<file path="src/rtl/dadda_pkg.sv">
// Shared widths for the dot-product MAC: default operand and guard widths,
// the accumulator width rule and the saturating beat-counter width.
package dadda_pkg;

    localparam int N_DEF = 32;
    localparam int G_DEF = 8;
    localparam int CNT_W = 16;

    localparam logic [CNT_W-1:0] CNT_MAX = {CNT_W{1'b1}};
    localparam logic [CNT_W-1:0] CNT_ONE = {{(CNT_W-1){1'b0}}, 1'b1};

    function automatic int acc_w(input int n, input int g);
        return 2 * n + g;
    endfunction

endpackage

</file>
<file path="src/rtl/dadda_mac_if.sv">
// Beat-in / result-out bus of the dot-product MAC.
interface dadda_mac_if
    import dadda_pkg::*;
#(
    parameter int N = N_DEF,
    parameter int G = G_DEF
);
    localparam int ACC_W = acc_w(N, G);

    logic [N-1:0]     a;
    logic [N-1:0]     b;
    logic             in_valid;
    logic             in_last;
    logic             in_ready;
    logic [ACC_W-1:0] acc_out;
    logic [CNT_W-1:0] out_count;
    logic             out_overflow;
    logic             out_valid;
    logic             out_ready;

    modport master (
        output a, b, in_valid, in_last, out_ready,
        input  in_ready, acc_out, out_count, out_overflow, out_valid
    );

    modport slave (
        input  a, b, in_valid, in_last, out_ready,
        output in_ready, acc_out, out_count, out_overflow, out_valid
    );

endinterface

</file>
<file path="src/rtl/dadda_multiplier.sv">
// Unsigned N x N multiplier: partial products folded through a carry-save
// chain of 3:2 compressors, one carry-propagate add at the end.
module dadda_multiplier
    import dadda_pkg::*;
#(
    parameter int N = N_DEF
) (
    input  logic [N-1:0]   a,
    input  logic [N-1:0]   b,
    output logic [2*N-1:0] p
);

    logic [2*N-1:0] sum_s;
    logic [2*N-1:0] carry_s;
    logic [2*N-1:0] pp_s;
    logic [2*N-1:0] nsum_s;

    // Fold each partial product into the redundant (sum, carry) pair; the product fits in 2N bits so truncation is exact.
    always_comb begin
        sum_s   = '0;
        carry_s = '0;
        pp_s    = '0;
        nsum_s  = '0;
        for (int i = 0; i < N; i++) begin
            if (b[i]) begin
                pp_s = {{N{1'b0}}, a} << i;
            end else begin
                pp_s = '0;
            end
            nsum_s  = sum_s ^ carry_s ^ pp_s;
            carry_s = ((sum_s & carry_s) | (sum_s & pp_s) | (carry_s & pp_s)) << 1;
            sum_s   = nsum_s;
        end
    end

    assign p = sum_s + carry_s;

endmodule

</file>
<file path="src/rtl/dadda_mac.sv">
// Two-stage streaming dot-product MAC: stage 1 registers operands, stage 2
// accumulates the product and hands finished vectors to a held output register.
module dadda_mac
    import dadda_pkg::*;
#(
    parameter int N = N_DEF,
    parameter int G = G_DEF
) (
    input  logic        clk,
    input  logic        rst_n,
    dadda_mac_if.slave  bus
);

    localparam int ACC_W = acc_w(N, G);

    logic [N-1:0]     s1_a_r;
    logic [N-1:0]     s1_b_r;
    logic             s1_last_r;
    logic             s1_valid_r;
    logic [2*N-1:0]   prod_s;

    logic [ACC_W-1:0] acc_r;
    logic [CNT_W-1:0] cnt_r;
    logic             ovf_r;
    logic [ACC_W-1:0] sum_s;
    logic             carry_s;
    logic [CNT_W-1:0] cnt_next_s;
    logic             ovf_next_s;

    logic [ACC_W-1:0] out_acc_r;
    logic [CNT_W-1:0] out_cnt_r;
    logic             out_ovf_r;
    logic             out_valid_r;

    logic             s1_adv_s;
    logic             beat_xfer_s;
    logic             res_load_s;

    // Only a last beat can be blocked, and only by an undelivered result.
    assign s1_adv_s    = s1_valid_r && (!s1_last_r || !out_valid_r || bus.out_ready);
    assign bus.in_ready = rst_n && (!s1_valid_r || s1_adv_s);
    assign beat_xfer_s = bus.in_valid && bus.in_ready;
    assign res_load_s  = s1_adv_s && s1_last_r;

    dadda_multiplier #(.N(N)) u_mult (
        .a (s1_a_r),
        .b (s1_b_r),
        .p (prod_s)
    );

    // Accumulate with carry capture; acc/cnt/ovf sit at zero between vectors, so a first beat needs no special case.
    always_comb begin
        {carry_s, sum_s} = {1'b0, acc_r} + {{(G + 1){1'b0}}, prod_s};
        ovf_next_s       = ovf_r | carry_s;
        if (cnt_r == CNT_MAX) begin
            cnt_next_s = cnt_r;
        end else begin
            cnt_next_s = cnt_r + CNT_ONE;
        end
    end

    // Stage 1 operand register.
    always_ff @(posedge clk or negedge rst_n) begin
        if (!rst_n) begin
            s1_a_r     <= '0;
            s1_b_r     <= '0;
            s1_last_r  <= 1'b0;
            s1_valid_r <= 1'b0;
        end else if (beat_xfer_s) begin
            s1_a_r     <= bus.a;
            s1_b_r     <= bus.b;
            s1_last_r  <= bus.in_last;
            s1_valid_r <= 1'b1;
        end else if (s1_adv_s) begin
            s1_valid_r <= 1'b0;
        end else begin
            s1_valid_r <= s1_valid_r;
        end
    end

    // Stage 2 running sum, beat count and sticky overflow.
    always_ff @(posedge clk or negedge rst_n) begin
        if (!rst_n) begin
            acc_r <= '0;
            cnt_r <= '0;
            ovf_r <= 1'b0;
        end else if (res_load_s) begin
            acc_r <= '0;
            cnt_r <= '0;
            ovf_r <= 1'b0;
        end else if (s1_adv_s) begin
            acc_r <= sum_s;
            cnt_r <= cnt_next_s;
            ovf_r <= ovf_next_s;
        end else begin
            acc_r <= acc_r;
        end
    end

    // Result register: a new result may replace one being taken on the same edge.
    always_ff @(posedge clk or negedge rst_n) begin
        if (!rst_n) begin
            out_acc_r   <= '0;
            out_cnt_r   <= '0;
            out_ovf_r   <= 1'b0;
            out_valid_r <= 1'b0;
        end else if (res_load_s) begin
            out_acc_r   <= sum_s;
            out_cnt_r   <= cnt_next_s;
            out_ovf_r   <= ovf_next_s;
            out_valid_r <= 1'b1;
        end else if (out_valid_r && bus.out_ready) begin
            out_valid_r <= 1'b0;
        end else begin
            out_valid_r <= out_valid_r;
        end
    end

    assign bus.acc_out      = out_acc_r;
    assign bus.out_count    = out_cnt_r;
    assign bus.out_overflow = out_ovf_r;
    assign bus.out_valid    = out_valid_r;

endmodule

</file>
<file path="src/flat_wrapper.sv">
// flat-port wrapper written by rule: the top's interface ports become plain ports
module dadda_mac_flat import dadda_pkg::*;
#(
    parameter int N = N_DEF,
    parameter int G = G_DEF
)
  (clk, rst_n, bus_a, bus_b, bus_in_valid, bus_in_last, bus_out_ready, bus_in_ready, bus_acc_out, bus_out_count, bus_out_overflow, bus_out_valid);
  dadda_mac_if #(.N(N), .G(G)) bus_i ();
  input  logic clk;
  input  logic rst_n;
  input wire logic [$bits(bus_i.a)-1:0] bus_a;
  input wire logic [$bits(bus_i.b)-1:0] bus_b;
  input wire logic [$bits(bus_i.in_valid)-1:0] bus_in_valid;
  input wire logic [$bits(bus_i.in_last)-1:0] bus_in_last;
  input wire logic [$bits(bus_i.out_ready)-1:0] bus_out_ready;
  output wire logic [$bits(bus_i.in_ready)-1:0] bus_in_ready;
  output wire logic [$bits(bus_i.acc_out)-1:0] bus_acc_out;
  output wire logic [$bits(bus_i.out_count)-1:0] bus_out_count;
  output wire logic [$bits(bus_i.out_overflow)-1:0] bus_out_overflow;
  output wire logic [$bits(bus_i.out_valid)-1:0] bus_out_valid;
  assign bus_i.a = bus_a;
  assign bus_i.b = bus_b;
  assign bus_i.in_valid = bus_in_valid;
  assign bus_i.in_last = bus_in_last;
  assign bus_i.out_ready = bus_out_ready;
  assign bus_in_ready = bus_i.in_ready;
  assign bus_acc_out = bus_i.acc_out;
  assign bus_out_count = bus_i.out_count;
  assign bus_out_overflow = bus_i.out_overflow;
  assign bus_out_valid = bus_i.out_valid;
  dadda_mac #(.N(N), .G(G)) u_core (.clk(clk), .rst_n(rst_n), .bus(bus_i));
endmodule
</file>
<file path="config.mk">
export PLATFORM = sky130hd
export DESIGN_NAME = dadda_mac_flat
export DESIGN_NICKNAME = d
export VERILOG_FILES = /design/src/rtl/dadda_pkg.sv /design/src/rtl/dadda_mac_if.sv /design/src/rtl/dadda_multiplier.sv /design/src/rtl/dadda_mac.sv /design/src/flat_wrapper.sv
export SDC_FILE = /design/constraint.sdc
export NUM_CORES = 2
export LEC_CHECK = 0
export BUFFER_PORTS_ARGS = -buffer_cell sky130_fd_sc_hd__buf_4
export CAP_MARGIN = 20
export CORE_UTILIZATION = 32
export DETAILED_ROUTE_END_ITERATION = 16
export SLEW_MARGIN = 20
export SYNTH_ARGS = -nofsm -noshare
export SYNTH_HDL_FRONTEND = slang
export SYNTH_SLANG_ARGS = --single-unit
</file>
<file path="constraint.sdc">
create_clock -name clk -period 27.8 [get_ports clk]
set_clock_uncertainty 0.15 [all_clocks]
set_input_delay 2.78 -clock clk [delete_from_list [all_inputs] [get_ports clk]]
set_output_delay 2.78 -clock clk [all_outputs]
set_load 0.1 [all_outputs]
</file>
==> metrics.txt <==
outcome completed; commonest non-fill, non-tap cell in the layout nand2_1; layout cells sized above 1 9.89%; critical path arrival 21,500 ps; GRT overflow 0; Synth Net Count 5,073; Netlist cell types 79; Final setup viols 0; post_cts resized 0; filler instances 12,600; RSZ-0062 raised after global routing no; number of buffers added for setup after CTS 0; diodes inserted 0; Cells after Synth 3,941; Post-Layout Cell Count 5,528; Slew @ Worst Pin 1060 ps; CTS Buffer Depth 3; crit start category flop; 1st-pass router iterations 5; mean cell area of the mapped netlist 10.0 um^2; number of H-tree levels 1; Vias/cell 4.94; Slew Limit Fails 0; Post-Syn Area 39,500 um^2; DR iter-0 viols 1,156; final hold violations 0; Slowest-stage cell, CP dfrtp_1; Skew-Pair Late Insertion Delay 640 ps; highest-count cells in the layout ignoring fill and taps 1,155 x nand2_1, 932 x fa_1, 233 x dfrtp_1, 194 x buf_4, 184 x inv_1; first-pass GRT wire length 149 mm; # IOs 160; family with the most delay on the worst path adder cells; largest net degree at the start of global routing 141; P&R area growth vs syn 8.73%; Crit path buffers/inverters 2; initial antenna violation count 2; max incr delay on CP 1000 ps; sequential-to-total area share from yosys stat 15.5%; RD Place Congestion 0.845; Placeable Area 122,000 um^2; Die Wd 353 um; #FFs+latches synth 245; number of CTS-inserted buffers 31; fmax 47.4 MHz; CP required 28,210 ps; cts hold-fix bufs 0; setup_tns 0 ps; DRC Markers 0; Max FO, Critical Path 33; clock sink count 245; clk slew on worst S/H paths 60 ps; die area 125,000 um^2; fin crit period 21,100 ps; vias in the first global route 28,900; Yosys Warn Count 0; Die Ht 353 um; post-DP HPWL 74.9 mm; final wirelength 88.5 mm; period utilization 75.9%; # rows 128; initial core utilization 32.3%; Vias 27,300; CP endpoint kind flop; worst setup path category reg2reg; Nets 5,012; Slew headroom 29.3%; GRT Util Overall 14.3%; IO Port Bufs 159; ys async rst share 100%; CP most frequent cell fa_1; Routed wire per std cell 16.0 um; TritonCTS clock tree done; EDFF count, synth 0; antenna viol nets, final 0; root buf cell clkbuf_16; most common flop cell mapped by yosys dfrtp_1; Max Cap Viol 0; DP Cell Count 5,472; HP Class reg2reg
final cells by class:
class / count / area [um^2] / share of cell area [%]
multi-input cells: 3222 / 31600 / 73.5
flip-flops and latches: 245 / 6150 / 14.3
well taps: 1625 / 2030 / 4.73
repair buffers: 196 / 1490 / 3.47
clock buffers: 41 / 873 / 2.03
inverters: 184 / 691 / 1.61
clock inverters: 15 / 139 / 0.323
worst paths after layout:
path                                        from                      to  slack [ps]  depth (start not counted)
max reg2reg                    u_core.s1_a_r[31]        u_core.acc_r[70]        6700                         53
max                            u_core.s1_a_r[31]        u_core.acc_r[70]        6700                         53
min                        u_core.bus.acc_out[5]   u_core.bus.acc_out[5]         320                          2
min reg2reg                u_core.bus.acc_out[5]   u_core.bus.acc_out[5]         320                          2
max in group asynchronous                  rst_n       u_core.s1_b_r[12]       24220                          2
min in group asynchronous                  rst_n  u_core.bus.acc_out[58]        1910                          1
kinds of logic after synthesis:
group / count (synthesis) / synth area share, %
muxes: 94 / 2.68
and+or+nand+nor: 1498 / 15.7
DFF: 245 / 15.5
buffers and inverters: 474 / 4.62
adders and majority gates: 1063 / 51.4
xor gates and xnor gates: 99 / 2.19
AOI/OAI and AO/OA: 468 / 7.96
worst min-delay path, stage by stage (launching register included):
cell	delay (ps)
dfrtp_1	340
nand2_1	50
nand2_1	50
synth_stat cells (7+ instances only):
cell type / count / share of area (%)
a211oi_1: 9 / 0.17
a21o_1: 26 / 0.49
a21oi_1: 115 / 1.5
a22o_1: 55 / 1.2
a31oi_1: 18 / 0.29
and2_1: 83 / 1.3
and3_1: 16 / 0.25
buf_2: 8 / 0.10
clkbuf_1: 277 / 2.6
dfrtp_1: 245 / 16
fa_1: 932 / 47
ha_1: 131 / 4.1
inv_1: 184 / 1.7
mux2_2: 94 / 2.7
nand2_1: 1158 / 11
nand3_1: 38 / 0.48
nand4_1: 25 / 0.40
nor2_1: 97 / 0.92
nor2b_1: 9 / 0.14
nor3_1: 24 / 0.30
nor4_1: 9 / 0.14
o211ai_1: 10 / 0.19
o21a_1: 23 / 0.44
o21ai_0: 77 / 0.98
o21ai_1: 29 / 0.37
o21bai_1: 21 / 0.40
o31a_1: 7 / 0.16
o31ai_1: 19 / 0.36
or3_1: 13 / 0.21
xnor2_1: 63 / 1.4
xor2_1: 36 / 0.80
metrics by stage:
step / area, um^2 / hold slack [ps] / util, % / worst slack, ps
after floorplan: 39500 / 295 / - / 8410
after global placement: 41900 / 311 / 34.3 / 6900
after detailed placement: 41900 / 316 / 34.3 / 6730
after CTS: 42900 / 331 / 35.1 / 6690
after global routing: 43000 / 361 / 35.2 / 5760
final: 43000 / 321 / 35.2 / 6700
layer usage:
layer	share of wire, %	vias to the layer above	track usage [%]	routed length [um]
met4	1.5	0	2.45	1300
met5	0	-	0	0
li1	-	12400	-	-
met2	48	342	24.5	42500
met3	2.9	62	1.46	2580
met1	48	14500	19.9	42100
registers in the layout, indices dropped and copies added, names as in the netlist:
signal	flops
u_core.s1_valid_r	1
u_core.s1_last_r	1
u_core.bus.out_count	16
u_core.bus.acc_out	72
u_core.acc_r	72
u_core.cnt_r	16
u_core.bus.out_overflow	1
u_core.s1_b_r	32
u_core.ovf_r	1
u_core.s1_a_r	32
u_core.bus.out_valid	1
Power is left out: the tool's default activity adds up to more than one toggle a clock period on the data nets, which glitch-free logic cannot reach.
